<file path="src/rtl/pc_fetch_sequencer_pkg.sv">
// rtl/pc_fetch_sequencer_pkg.sv - shared types, constants and PC masking helper for the fetch sequencer
package fetch_pkg;

    typedef enum logic [1:0] {
        IDLE   = 2'd0,
        RUN    = 2'd1,
        HALTED = 2'd2
    } fetch_state_t;

    localparam logic [31:0] PC_STEP = 32'd4;

    // Keep only word-aligned bits inside the instruction-memory window.
    function automatic logic [31:0] pc_mask(input logic [31:0] addr, input int addr_bits);
        logic [31:0] m;
        m = '0;
        for (int i = 2; i < 32; i++) begin
            if (i < addr_bits) begin
                m[i] = 1'b1;
            end
        end
        return addr & m;
    endfunction

endpackage

</file>
<file path="src/rtl/pc_fetch_sequencer_if.sv">
// rtl/pc_fetch_sequencer_if.sv - valid/ready PC hand-off between fetch sequencer and CPU_V1
interface pc_fetch_sequencer_if;
    logic [31:0] pc_out;
    logic        pc_valid;
    logic        pc_ready;

    modport master (output pc_out, output pc_valid, input pc_ready);
    modport slave  (input pc_out, input pc_valid, output pc_ready);
endinterface

</file>
<file path="src/rtl/pc_fetch_sequencer.sv">
// rtl/pc_fetch_sequencer.sv - program counter generator with redirect, halt/resume and fetch counter
module pc_fetch_sequencer #(
    parameter logic [31:0] RESET_PC  = 32'h0000_0000,
    parameter int          ADDR_BITS = 10,
    parameter int          CNT_WIDTH = 16
) (
    input  logic                 clk,
    input  logic                 reset,
    input  logic                 start,
    input  logic                 halt_req,
    input  logic                 redirect_valid,
    input  logic [31:0]          redirect_pc,
    pc_fetch_sequencer_if.master pc_bus,
    output logic                 busy,
    output logic [CNT_WIDTH-1:0] fetch_count,
    output logic                 misalign_err
);
    import fetch_pkg::*;

    localparam logic [31:0] START_PC = pc_mask(RESET_PC, ADDR_BITS);
    localparam logic [CNT_WIDTH-1:0] CNT_ONE = {{(CNT_WIDTH-1){1'b0}}, 1'b1};

    fetch_state_t         state_q, state_d;
    logic [31:0]          pc_q, pc_d;
    logic [CNT_WIDTH-1:0] count_q, count_d;
    logic                 misalign_q, misalign_d;
    logic                 accept;
    logic [31:0]          pc_inc;

    assign accept = (state_q == RUN) && pc_bus.pc_ready;
    assign pc_inc = pc_mask(pc_q + PC_STEP, ADDR_BITS);

    // State register; reset aborts any operation immediately.
    always_ff @(posedge clk or negedge reset) begin
        if (!reset) begin
            state_q <= IDLE;
        end else begin
            state_q <= state_d;
        end
    end

    // Next state: start leaves IDLE/HALTED, halt_req leaves RUN.
    always_comb begin
        state_d = state_q;
        case (state_q)
            IDLE:    if (start) state_d = RUN;
            RUN:     if (halt_req) state_d = HALTED;
            HALTED:  if (start) state_d = RUN;
            default: state_d = IDLE;
        endcase
    end

    // Next-PC priority mux (halt > redirect > accept > hold) with the counter alongside.
    always_comb begin
        pc_d       = pc_q;
        count_d    = count_q;
        misalign_d = misalign_q;
        case (state_q)
            IDLE: begin
                if (start) pc_d = START_PC;
            end
            RUN: begin
                if (halt_req) begin
                    // An accept on the halt cycle makes the resume point the next instruction.
                    if (accept) begin
                        pc_d    = pc_inc;
                        count_d = count_q + CNT_ONE;
                    end
                end else if (redirect_valid) begin
                    // Redirect wins regardless of pc_ready; an unaccepted PC is dropped uncounted.
                    pc_d = pc_mask(redirect_pc, ADDR_BITS);
                    if (accept) count_d = count_q + CNT_ONE;
                    if (redirect_pc[1:0] != 2'b00) misalign_d = 1'b1;
                end else if (accept) begin
                    pc_d    = pc_inc;
                    count_d = count_q + CNT_ONE;
                end
            end
            default: ;
        endcase
    end

    // PC, counter and sticky misalignment flag registers.
    always_ff @(posedge clk or negedge reset) begin
        if (!reset) begin
            pc_q       <= START_PC;
            count_q    <= '0;
            misalign_q <= 1'b0;
        end else begin
            pc_q       <= pc_d;
            count_q    <= count_d;
            misalign_q <= misalign_d;
        end
    end

    // Outputs come straight from registers, so there is no input-to-output path.
    always_comb begin
        pc_bus.pc_out   = pc_q;
        pc_bus.pc_valid = (state_q == RUN);
        busy            = (state_q == RUN);
        fetch_count     = count_q;
        misalign_err    = misalign_q;
    end

endmodule

</file>
<file path="src/flat_wrapper.sv">
// flat-port wrapper written by rule: the top's interface ports become plain ports
module pc_fetch_sequencer_flat import fetch_pkg::*;
#(
    parameter logic [31:0] RESET_PC  = 32'h0000_0000,
    parameter int          ADDR_BITS = 10,
    parameter int          CNT_WIDTH = 16
)
  (clk, reset, start, halt_req, redirect_valid, redirect_pc, busy, fetch_count, misalign_err, pc_bus_pc_out, pc_bus_pc_valid, pc_bus_pc_ready);
  pc_fetch_sequencer_if pc_bus_i ();
  input  logic clk;
  input  logic reset;
  input  logic start;
  input  logic halt_req;
  input  logic redirect_valid;
  input  logic [31:0] redirect_pc;
  output logic busy;
  output logic [CNT_WIDTH-1:0] fetch_count;
  output logic misalign_err;
  output wire logic [$bits(pc_bus_i.pc_out)-1:0] pc_bus_pc_out;
  output wire logic [$bits(pc_bus_i.pc_valid)-1:0] pc_bus_pc_valid;
  input wire logic [$bits(pc_bus_i.pc_ready)-1:0] pc_bus_pc_ready;
  assign pc_bus_pc_out = pc_bus_i.pc_out;
  assign pc_bus_pc_valid = pc_bus_i.pc_valid;
  assign pc_bus_i.pc_ready = pc_bus_pc_ready;
  pc_fetch_sequencer #(.RESET_PC(RESET_PC), .ADDR_BITS(ADDR_BITS), .CNT_WIDTH(CNT_WIDTH)) u_core (.clk(clk), .reset(reset), .start(start), .halt_req(halt_req), .redirect_valid(redirect_valid), .redirect_pc(redirect_pc), .pc_bus(pc_bus_i), .busy(busy), .fetch_count(fetch_count), .misalign_err(misalign_err));
endmodule
</file>
<file path="config.mk">
export PLATFORM = sky130hd
export DESIGN_NAME = pc_fetch_sequencer_flat
export DESIGN_NICKNAME = d
export VERILOG_FILES = /design/src/rtl/pc_fetch_sequencer_pkg.sv /design/src/rtl/pc_fetch_sequencer_if.sv /design/src/rtl/pc_fetch_sequencer.sv /design/src/flat_wrapper.sv
export SDC_FILE = /design/constraint.sdc
export NUM_CORES = 1
export LEC_CHECK = 0
export BUFFER_PORTS_ARGS = -buffer_cell sky130_fd_sc_hd__buf_2
export CAP_MARGIN = 20
export CELL_PAD_IN_SITES_DETAIL_PLACEMENT = 1
export CELL_PAD_IN_SITES_GLOBAL_PLACEMENT = 2
export CORE_MARGIN = 4
export CORE_UTILIZATION = 25
export CTS_BUF_LIST = sky130_fd_sc_hd__clkbuf_4 sky130_fd_sc_hd__clkbuf_8 sky130_fd_sc_hd__clkbuf_16
export DETAILED_ROUTE_END_ITERATION = 10
export MAX_ROUTING_LAYER = met4
export PLACE_DENSITY = 0.72
export RECOVER_POWER = 25
export SLEW_MARGIN = 20
export SYNTH_ARGS = -nofsm -noshare
export SYNTH_HDL_FRONTEND = slang
export SYNTH_SLANG_ARGS = --single-unit
</file>
<file path="constraint.sdc">
create_clock -name clk -period 2.9 [get_ports clk]
set_input_delay 0.29 -clock clk [delete_from_list [all_inputs] [get_ports clk]]
set_output_delay 0.29 -clock clk [all_outputs]
set_load 0.01 [all_outputs]
</file>
==> impl_metrics.tcl <==
set metrics [dict create \
    status "finished clean" \
    synth_cell_types 41 \
    synthTopCellsByArea "dfrtp_1 59%, and2_1 6.9%, xnor2_1 3.6%" \
    fin_nets 295 \
    ios 89 \
    port_buffers 66 \
    path_class "flop to primary output" \
    vias 1630 \
    postCtsSetupBuffers 0 \
    grt_pass1_wl_mm 8.50 \
    synthMostInstantiatedCell "dfrtp_1" \
    grt_setup_unrepaired "false" \
    cts-root-buf "clkbuf_8" \
    fillCellCount 965 \
    fp.dieH_um 101 \
    maxCapViolCount 0 \
    core_region_area_sq_um 8340 \
    start_util 0.261 \
    drtAntennaViolNets 0 \
    max_freq_ghz 0.514 \
    dieArea_sq_um 10300 \
    dr.pass1.iters 4 \
    yosysWarnings 0 \
    hold_ws_ns 0.199 \
    min_period_over_period 0.671 \
    grt_antenna_before_repair 0 \
    final-max-slew-violation-count 0 \
    p_leak_nw 1.39 \
    avgSynthCellArea_sq_um 11.8 \
    syn_inst 185 \
    synth_edf_count 0 \
    ff2ff_setup_slack_ns 0.98 \
    startpoint_type "flop" \
    hp-class "input port to flop" \
    numCtsBuffers 5 \
    pwr_density_cell_nw_per_um2 644 \
    arrival_ns 1.65 \
    setup_tns_ns 0 \
    place_area_sq_um 2620 \
    period_needed_ns 1.94 \
    ys.flop_type "dfrtp_1" \
    die_w_um 101 \
    area_growth_pct 24.5 \
    routed_via_density 4.52 \
    synth_top_area_share 0.587 \
    clock_latency_ns 0.30 \
    timing_hold_violations_final 0 \
    groute.usage.overall 0.109 \
    setup_viol 0 \
    synth_largest_area_cell "dfrtp_1" \
    vdd_drop_max_mv 0.182 \
    drcViolationCount 0 \
    drt_wl_total_mm 5.24 \
    grt_pass1_vias 1692 \
    synthTopCellsByCount "51 x dfrtp_1, 24 x and2_1, 12 x nand3_1, 9 x xnor2_1, 8 x nor2_1" \
    grt-ovfl-total 0 \
    wire_per_inst_um 14.5 \
    place_congestion 0.695 \
    fin_worst_skew_ns 0.00632 \
    place_hpwl_mm 3.90 \
    syn-cell-area_sq_um 2170 \
    cts_buffer_depth 2 \
    clock_sinks 51 \
    synth-seq-cells 51 \
    async_flop_share 1.00 \
    fp-row-count 33 \
    cts_max_level 2 \
    drive_gt1_frac 0.289 \
    drt_iter0_markers 36 \
    clkTransAtPathRegs_ns 0.10 \
    grt_max_degree 27 \
    fin_area_sq_um 2710 \
    required_ns 2.61 \
    worstMarginPinSlew_ns 1.39 \
    cts_tree "done" \
    relSlewSlack 0.0751 \
    critPathMaxFanout 12 \
    seq_area_frac_synth 0.587 \
    cp-end-kind "primary output" \
    synth_fp_nets 225 \
    diodes 0 \
]
metal layers:
metal / wire length, um / track usage / up-vias
met1: 2450 / 0.141 / 807
met2: 2500 / 0.170 / 42
li1: - / - / 779
met5: 0 / - / -
met4: 21 / 0.0307 / 0
met3: 258 / 0.0282 / 2
sequential cells by signal, summed over array words and instances, names as in the netlist:
signal and flops:
u_core.pc_bus.pc_out 32, u_core.state_q 2, u_core.misalign_err 1, u_core.fetch_count 16
logic make-up (layout without fill, tap and decap cells):
kind of cell / after synthesis / in the layout / synth area share
fa+ha+maj: 2 / 2 / 0.0115
xor+xnor: 15 / 15 / 0.0604
flops: 51 / 51 / 0.587
mux: 2 / 2 / 0.00978
simple gates: 79 / 79 / 0.231
buf+inv: 12 / 83 / 0.0276
compound gates: 24 / 24 / 0.0725
cell usage in the layout, fill, tap and decap left out, types with 2 or more instances in the layout:
master     count
nand2_1        7
a21oi_1        6
clkbuf_8       5
nor2_1         8
clkbuf_1      10
o2bb2ai_1      4
nand3_1       12
buf_2         56
ha_1           2
a32oi_1        2
o21ai_0        6
nand4_1        6
nor3_1         4
nor4_4         2
buf_4          3
dfrtp_1       51
nand2b_1       2
and2_1        24
inv_1          4
and3_1         4
o22ai_1        2
xnor2_1        9
xor2_1         6
or3_1          2
path summary, 6_finish.rpt:
path | from | endpoint | cells after the start
worst max register to register | u_core.state_q[1] | u_core.pc_bus.pc_out[16] | 6
min in group asynchronous | reset | u_core.pc_bus.pc_out[23] | 2
max in group asynchronous | reset | u_core.pc_bus.pc_out[2] | 3
worst max-delay path | u_core.state_q[1] | busy | 3
worst min register to register | u_core.fetch_count[15] | u_core.fetch_count[15] | 1
worst min-delay path | halt_req | u_core.state_q[0] | 2
layout make-up:
cell class	instances	area (sq um)	area share
flip-flops and latches	51	1280	0.471
multi-input cells	122	816	0.301
repair buffers	70	350	0.129
well taps	105	131	0.0485
clock buffers	6	76.3	0.0282
clock inverters	2	38.8	0.0143
inverters	5	18.8	0.00693
report_power, final:
group | total, W | switching, W | internal (W)
logic | 0.000359 | 0.000215 | 0.000144
registers | 0.000876 | 0.0000983 | 0.000778
clock network | 0.000510 | 0.000239 | 0.000270
total | 0.00174 | 0.000553 | 0.00119
worst max-delay path, cell delays in order (launching register included):
cell	delay (ns)
dfrtp_1	0.43
nand2b_1	0.55
inv_2	0.18
buf_2	0.19
what timing repair did:
action	in CTS	in global routing
gates resized for setup	0	0
hold endpoints to repair	25	0
hold buffers	1	0
per-stage QoR:
step | cells | util | worst slack, ns | total power, W
2_1_floorplan | 185 | - | 1.38 | 0.00111
3_3_place_gp | 352 | 0.314 | 1.26 | 0.00126
3_5_place_dp | 352 | 0.314 | 1.22 | 0.00127
4_1_cts | 361 | 0.329 | 1.18 | 0.00180
5_1_grt | 361 | 0.325 | 0.634 | 0.00186
6_report | 361 | 0.325 | 0.955 | 0.00174
Note: power is estimated with default switching activity, not from simulation.
